--- src/rtl/alu_share_arbiter_if.sv ---
// Handshake bundle between two ALU requesters, the shared-ALU arbiter and the result consumer.
// The master side is the requesters plus the consumer; the slave side is the arbiter.
interface alu_share_arbiter_if #(
  parameter int CNT_W = 16
);
  logic             req0_valid;
  logic             req0_ready;
  logic [31:0]      req0_a;
  logic [31:0]      req0_b;
  logic [2:0]       req0_ctrl;
  logic             req1_valid;
  logic             req1_ready;
  logic [31:0]      req1_a;
  logic [31:0]      req1_b;
  logic [2:0]       req1_ctrl;
  logic             out_valid;
  logic             out_ready;
  logic             out_id;
  logic [31:0]      out_result;
  logic [3:0]       out_flags;
  logic             out_illegal;
  logic [CNT_W-1:0] grant0_cnt;
  logic [CNT_W-1:0] grant1_cnt;

  modport master (
    output req0_valid, req0_a, req0_b, req0_ctrl,
    output req1_valid, req1_a, req1_b, req1_ctrl,
    output out_ready,
    input  req0_ready, req1_ready,
    input  out_valid, out_id, out_result, out_flags, out_illegal,
    input  grant0_cnt, grant1_cnt
  );

  modport slave (
    input  req0_valid, req0_a, req0_b, req0_ctrl,
    input  req1_valid, req1_a, req1_b, req1_ctrl,
    input  out_ready,
    output req0_ready, req1_ready,
    output out_valid, out_id, out_result, out_flags, out_illegal,
    output grant0_cnt, grant1_cnt
  );
endinterface

--- src/rtl/alu_share_arbiter.sv ---
// Round-robin arbiter sharing one ALU between two requesters.
// Results are held in a one-entry output register tagged with the requester id.
module alu_share_arbiter #(
  parameter int CNT_W = 16
) (
  input  logic               clk,
  input  logic               rst,
  alu_share_arbiter_if.slave bus
);
  logic             r_prio;
  logic             r_out_valid;
  logic             r_out_id;
  logic [31:0]      r_out_result;
  logic [3:0]       r_out_flags;
  logic             r_out_illegal;
  logic [CNT_W-1:0] r_grant_cnt [2];

  logic [1:0]  w_valid;
  logic [1:0]  w_ready;
  logic        w_grant;
  logic        w_accept;
  logic        w_issue;
  logic [31:0] w_a;
  logic [31:0] w_b;
  logic [2:0]  w_ctrl;
  logic [31:0] w_b_eff;
  logic [31:0] w_sum;
  logic        w_cout;
  logic [31:0] w_result;
  logic        w_carry;
  logic        w_ovf;
  logic [3:0]  w_flags;
  logic        w_illegal;

  assign w_valid  = {bus.req1_valid, bus.req0_valid};
  assign w_accept = !r_out_valid || bus.out_ready;

  // Contention falls to the priority pointer; a lone requester always wins.
  assign w_grant  = (w_valid == 2'b11) ? r_prio : w_valid[1];
  assign w_ready[0] = !w_grant && w_valid[0] && w_accept;
  assign w_ready[1] =  w_grant && w_valid[1] && w_accept;
  assign w_issue    = |w_ready;

  assign bus.req0_ready = w_ready[0];
  assign bus.req1_ready = w_ready[1];

  assign w_a    = w_grant ? bus.req1_a    : bus.req0_a;
  assign w_b    = w_grant ? bus.req1_b    : bus.req0_b;
  assign w_ctrl = w_grant ? bus.req1_ctrl : bus.req0_ctrl;

  // Shared ALU: ctrl[0] selects subtract as A + ~B + 1.
  assign w_b_eff         = w_ctrl[0] ? ~w_b : w_b;
  assign {w_cout, w_sum} = {1'b0, w_a} + {1'b0, w_b_eff} + {32'd0, w_ctrl[0]};

  always_comb begin
    w_result = 32'd0;
    case (w_ctrl)
      3'b000, 3'b001: w_result = w_sum;
      3'b010:         w_result = w_a & w_b;
      3'b011:         w_result = w_a | w_b;
      3'b101:         w_result = {31'd0, w_sum[31]};
      default:        w_result = 32'd0;
    endcase
  end

  assign w_carry   = w_cout & ~w_ctrl[1];
  assign w_ovf     = ~(w_ctrl[0] ^ w_a[31] ^ w_b[31]) & (w_a[31] ^ w_sum[31]) & ~w_ctrl[1];
  assign w_flags   = {w_result[31], (w_result == 32'd0), w_carry, w_ovf};
  assign w_illegal = w_ctrl[2] & (w_ctrl[1] | ~w_ctrl[0]);

  always_ff @(posedge clk or posedge rst) begin
    if (rst) begin
      r_out_valid   <= 1'b0;
      r_out_id      <= 1'b0;
      r_out_result  <= 32'd0;
      r_out_flags   <= 4'd0;
      r_out_illegal <= 1'b0;
      r_prio        <= 1'b0;
    end else if (w_issue) begin
      r_out_valid   <= 1'b1;
      r_out_id      <= w_grant;
      r_out_result  <= w_result;
      r_out_flags   <= w_flags;
      r_out_illegal <= w_illegal;
      r_prio        <= ~w_grant;
    end else if (bus.out_ready) begin
      r_out_valid   <= 1'b0;
    end
  end

  generate
    for (genvar gi = 0; gi < 2; gi++) begin : g_cnt
      always_ff @(posedge clk or posedge rst) begin
        if (rst) begin
          r_grant_cnt[gi] <= '0;
        end else if (w_ready[gi] && !(&r_grant_cnt[gi])) begin
          r_grant_cnt[gi] <= r_grant_cnt[gi] + 1'b1;
        end
      end
    end
  endgenerate

  assign bus.out_valid   = r_out_valid;
  assign bus.out_id      = r_out_id;
  assign bus.out_result  = r_out_result;
  assign bus.out_flags   = r_out_flags;
  assign bus.out_illegal = r_out_illegal;
  assign bus.grant0_cnt  = r_grant_cnt[0];
  assign bus.grant1_cnt  = r_grant_cnt[1];
endmodule
--- src/flat_wrapper.sv ---
// flat-port wrapper written by rule: the top's interface ports become plain ports
module alu_share_arbiter_flat 
#(
  parameter int CNT_W = 16
)
  (clk, rst, bus_req0_valid, bus_req0_a, bus_req0_b, bus_req0_ctrl, bus_req1_valid, bus_req1_a, bus_req1_b, bus_req1_ctrl, bus_out_ready, bus_req0_ready, bus_req1_ready, bus_out_valid, bus_out_id, bus_out_result, bus_out_flags, bus_out_illegal, bus_grant0_cnt, bus_grant1_cnt);
  alu_share_arbiter_if #(.CNT_W(CNT_W)) bus_i ();
  input  logic clk;
  input  logic rst;
  input wire logic [$bits(bus_i.req0_valid)-1:0] bus_req0_valid;
  input wire logic [$bits(bus_i.req0_a)-1:0] bus_req0_a;
  input wire logic [$bits(bus_i.req0_b)-1:0] bus_req0_b;
  input wire logic [$bits(bus_i.req0_ctrl)-1:0] bus_req0_ctrl;
  input wire logic [$bits(bus_i.req1_valid)-1:0] bus_req1_valid;
  input wire logic [$bits(bus_i.req1_a)-1:0] bus_req1_a;
  input wire logic [$bits(bus_i.req1_b)-1:0] bus_req1_b;
  input wire logic [$bits(bus_i.req1_ctrl)-1:0] bus_req1_ctrl;
  input wire logic [$bits(bus_i.out_ready)-1:0] bus_out_ready;
  output wire logic [$bits(bus_i.req0_ready)-1:0] bus_req0_ready;
  output wire logic [$bits(bus_i.req1_ready)-1:0] bus_req1_ready;
  output wire logic [$bits(bus_i.out_valid)-1:0] bus_out_valid;
  output wire logic [$bits(bus_i.out_id)-1:0] bus_out_id;
  output wire logic [$bits(bus_i.out_result)-1:0] bus_out_result;
  output wire logic [$bits(bus_i.out_flags)-1:0] bus_out_flags;
  output wire logic [$bits(bus_i.out_illegal)-1:0] bus_out_illegal;
  output wire logic [$bits(bus_i.grant0_cnt)-1:0] bus_grant0_cnt;
  output wire logic [$bits(bus_i.grant1_cnt)-1:0] bus_grant1_cnt;
  assign bus_i.req0_valid = bus_req0_valid;
  assign bus_i.req0_a = bus_req0_a;
  assign bus_i.req0_b = bus_req0_b;
  assign bus_i.req0_ctrl = bus_req0_ctrl;
  assign bus_i.req1_valid = bus_req1_valid;
  assign bus_i.req1_a = bus_req1_a;
  assign bus_i.req1_b = bus_req1_b;
  assign bus_i.req1_ctrl = bus_req1_ctrl;
  assign bus_i.out_ready = bus_out_ready;
  assign bus_req0_ready = bus_i.req0_ready;
  assign bus_req1_ready = bus_i.req1_ready;
  assign bus_out_valid = bus_i.out_valid;
  assign bus_out_id = bus_i.out_id;
  assign bus_out_result = bus_i.out_result;
  assign bus_out_flags = bus_i.out_flags;
  assign bus_out_illegal = bus_i.out_illegal;
  assign bus_grant0_cnt = bus_i.grant0_cnt;
  assign bus_grant1_cnt = bus_i.grant1_cnt;
  alu_share_arbiter #(.CNT_W(CNT_W)) u_core (.clk(clk), .rst(rst), .bus(bus_i));
endmodule
--- config.mk ---
export PLATFORM = sky130hd
export DESIGN_NAME = alu_share_arbiter_flat
export DESIGN_NICKNAME = d
export VERILOG_FILES = /design/src/rtl/alu_share_arbiter_if.sv /design/src/rtl/alu_share_arbiter.sv /design/src/flat_wrapper.sv
export SDC_FILE = /design/constraint.sdc
export NUM_CORES = 1
export LEC_CHECK = 0
export BUFFER_PORTS_ARGS = -buffer_cell sky130_fd_sc_hd__clkbuf_2
export CORE_MARGIN = 2
export CORE_UTILIZATION = 59
export CTS_BUF_LIST = sky130_fd_sc_hd__clkbuf_8
export DETAILED_ROUTE_END_ITERATION = 10
export PLACE_DENSITY = 0.93
export SETUP_SLACK_MARGIN = 0.15
export SYNTH_ARGS = -nofsm -noshare
export SYNTH_HDL_FRONTEND = slang
export SYNTH_SLANG_ARGS = --single-unit
--- constraint.sdc ---
create_clock -name clk -period 12.2 [get_ports clk]
set_input_delay 3.05 -clock clk [delete_from_list [all_inputs] [get_ports clk]]
set_output_delay 3.05 -clock clk [all_outputs]
set_load 0.02 [all_outputs]
==> results.json <==
{
  "grt_max_degree": 72,
  "grt_remaining_overflow": 0,
  "dpl.hpwl_um": 18900,
  "area_delta_synth_final_pct": 18.0,
  "grt_first_pass_wirelength_um": 38000,
  "rows": 40,
  "pin_count": 212,
  "synthXorXnorAreaFrac": 0.0937,
  "hold_viol_final": 0,
  "fp.dieW_um": 115,
  "yosysTopAreaCell": "dfrtp_1",
  "drtAntennaViolNets": 0,
  "antenna_found_initial": 0,
  "cts_setup_buffers": 0,
  "outcome": "finished, final reports clean",
  "postCtsHoldBufs": 0,
  "worst_slew_margin_rel": 0.228,
  "grt_pass1_vias": 7564,
  "cts_resized": 0,
  "fin_setup_tns_ns": 0,
  "arrival_ns": 8.54,
  "drive_gt1_frac": 0.233,
  "endpoint_kind": "flop",
  "synthCells": 950,
  "final_core_util": 0.716,
  "num_vias": 8111,
  "portBuffers": 211,
  "synthMuxAreaShare": 0.0515,
  "grt.total_usage": 0.361,
  "routabilityCongestion": 0.998,
  "avgSynthCellArea_um2": 7.67,
  "hold_path_class": "flop to flop",
  "cts_sinks": 71,
  "cts_root_buf": "clkbuf_8",
  "synth_top_family_by_area": "compound AO/OA/AOI/OAI gates",
  "fin_nets": 1306,
  "synth_compound_area_frac": 0.241,
  "yosys.area_share.simple": 0.241,
  "drc": 0,
  "worst_ep_required_time_ns": 12.45,
  "reg2reg_from": "u_core.r_prio",
  "final_common_cell": "clkbuf_2",
  "vias_per_cell": 6.31,
  "routed_wl_um": 24000,
  "drv_slew": 0,
  "ys_seq_elements": 71,
  "synth_area_um2": 7290,
  "ys_seq_area_frac": 0.244,
  "yosys-top-cells-area": "dfrtp_1, nand2_1, xnor2_1",
  "max_freq_ghz": 0.121,
  "start_util": 0.607,
  "final_cell_mix": "clkbuf_2, nand2_1, dfrtp_1, o21ai_0, a21oi_1",
  "drtIter0Drc": 792,
  "first_pass_iters": 6,
  "rsz0062_at_grt": "no",
  "synth_fa_ha_area_frac": 0.0869,
  "slowest_stage": "buf_4",
  "skew_ns": 0.00728,
  "synth_ff_type": "dfrtp_1",
  "ys_warn_count": 0,
  "synth_cell_types": 75,
  "coreArea_um2": 12000,
  "die_area_um2": 13300,
  "power_density_nw_per_um2": 147,
  "wl_per_cell_um": 18.7,
  "max_cap_violations": 0,
  "timing_worst_setup_path_type": "primary input to flop",
  "cp-startpoint": "bus_req1_valid",
  "cp_max_fo": 58,
  "fill_cells": 950,
  "r2r_cells": 16,
  "worstSetupEndpoint": "u_core.bus.out_flags[2]",
  "tightest_slew_ns": 1.13,
  "fin_crit_sh": 0.680,
  "cp_slowest_stage_delay_ns": 0.68,
  "h-tree-depth": 3,
  "multi_input_area_um2": 5230,
  "cp-start-kind": "primary input",
  "synth_top_area_frac": 0.244,
  "regArea_um2": 1780,
  "async_flop_share": 1.00,
  "r2r_end": "u_core.bus.out_flags[2]",
  "antenna_cells": 0,
  "clk_pin_slew_ns": 0.07,
  "die_y_um": 115,
  "crit_chain": "clkbuf_2, inv_2, nor2_4, buf_4, mux2i_1, xnor2_1, ha_1, o21ai_0, o211a_1, a221oi_1, nor2_1, o31ai_1, xnor2_1, o22ai_1, a2111oi_0, nand4_1, o31ai_1",
  "synth_edf_count": 0,
  "peakVddDrop_uv": 112,
  "insertion_delay_ns": 0.35,
  "cts_buffer_depth": 2,
  "cts-buffers-inserted": 9,
  "r2r_slack_ns": 6.57,
  "syn-num-nets": 1123,
  "p_leak_nw": 4.21,
  "layout_min_cycle_time_ns": 8.30,
  "cts_tree": "yes",
  "finalSetupViolCount": 0
}
[flip-flops by register name, indices dropped and copies added (netlist names)]
register                cells
u_core.bus.out_id           1
u_core.bus.out_result      31
u_core.bus.out_illegal      1
u_core.bus.grant0_cnt      16
u_core.bus.grant1_cnt      16
u_core.r_prio               1
u_core.bus.out_flags        4
u_core.bus.out_valid        1
[per-layer routing]
layer,vias up,track usage,routed length [µm]
met3,91,0.0712,2380
met5,-,0,0
li1,3822,-,-
met4,0,0.144,1080
met2,501,0.580,10700
met1,3697,0.481,9820
[area by class of cell]
| class | count | share of cell area |
|---|---|---|
| Clock inverter | 6 | 0.00611 |
| Multi-Input combinational cell | 805 | 0.608 |
| Inverter | 26 | 0.0113 |
| Timing Repair Buffer | 220 | 0.131 |
| Tap cell | 147 | 0.0214 |
| Sequential cell | 71 | 0.207 |
| Clock buffer | 10 | 0.0160 |
[metrics by stage]
stage	cells	hold WS, ns	total power (W)	cell area, µm²	setup WS (ns)
after floorplan	950	0.518	0.000849	7290	4.48
after global placement	1269	0.461	0.00105	8410	3.94
after detailed placement	1269	0.463	0.00106	8410	3.70
after CTS	1285	0.480	0.00125	8600	4.07
after global routing	1285	0.515	0.00135	8600	3.55
final	1285	0.473	0.00126	8600	3.90
[logic make-up (layout without fill, tap and decap cells)]
kind of cell / after synthesis / in the layout
adders and majority gates: 54 / 54
AOI/OAI and AO/OA: 260 / 260
buffers and inverters: 74 / 262
muxes: 37 / 37
and+or+nand+nor: 376 / 376
DFF: 71 / 71
xor gates and xnor gates: 78 / 78
[worst min path at each step]
stage / start / end / slack (ns) / cells after the start
finish: u_core.bus.out_result[22] / u_core.bus.out_result[22] / 0.47 / 2
global route: u_core.bus.grant0_cnt[14] / u_core.bus.grant0_cnt[14] / 0.51 / 1
CTS: u_core.bus.out_result[7] / u_core.bus.out_result[7] / 0.48 / 2
detailed placement: u_core.bus.out_result[7] / u_core.bus.out_result[7] / 0.46 / 2
global placement: u_core.bus.out_result[7] / u_core.bus.out_result[7] / 0.46 / 2
floorplan: u_core.r_prio / u_core.r_prio / 0.52 / 1
[cells in the mapped netlist, types with 7 or more instances]
cell type	n
nand2_1	189
dfrtp_1	71
o21ai_0	66
a21oi_1	60
xnor2_1	58
nor2_1	51
ha_1	33
mux2i_1	33
clkbuf_1	32
nand3_1	28
inv_1	25
nand4_1	22
maj3_1	20
xor2_1	20
nor3_1	15
o21a_1	15
o211ai_1	14
and3_1	12
a31oi_1	10
a21o_1	9
buf_2	9
or3_1	9
nand2b_1	8
and2_1	7
o211a_1	7
o31ai_1	7
[worst max-delay path: cells and delay by family]
| kind | cells | cell delay, ns |
|---|---|---|
| AO/OA/AOI/OAI | 7 | 2.30 |
| buffers and inverters | 3 | 1.14 |
| AND/OR/NAND/NOR | 3 | 0.99 |
| adder cells (fa/ha/maj) | 1 | 0.45 |
| multiplexers | 1 | 0.34 |
| XOR/XNOR | 2 | 0.26 |
[power by group]
| part | total, W | switching, W | internal [W] |
|---|---|---|---|
| clock network | 0.000183 | 0.0000853 | 0.0000975 |
| logic | 0.000751 | 0.000471 | 0.000280 |
| registers | 0.000330 | 0.0000445 | 0.000285 |
| total | 0.00126 | 0.000601 | 0.000663 |
Power figures use the tool's default switching activity.
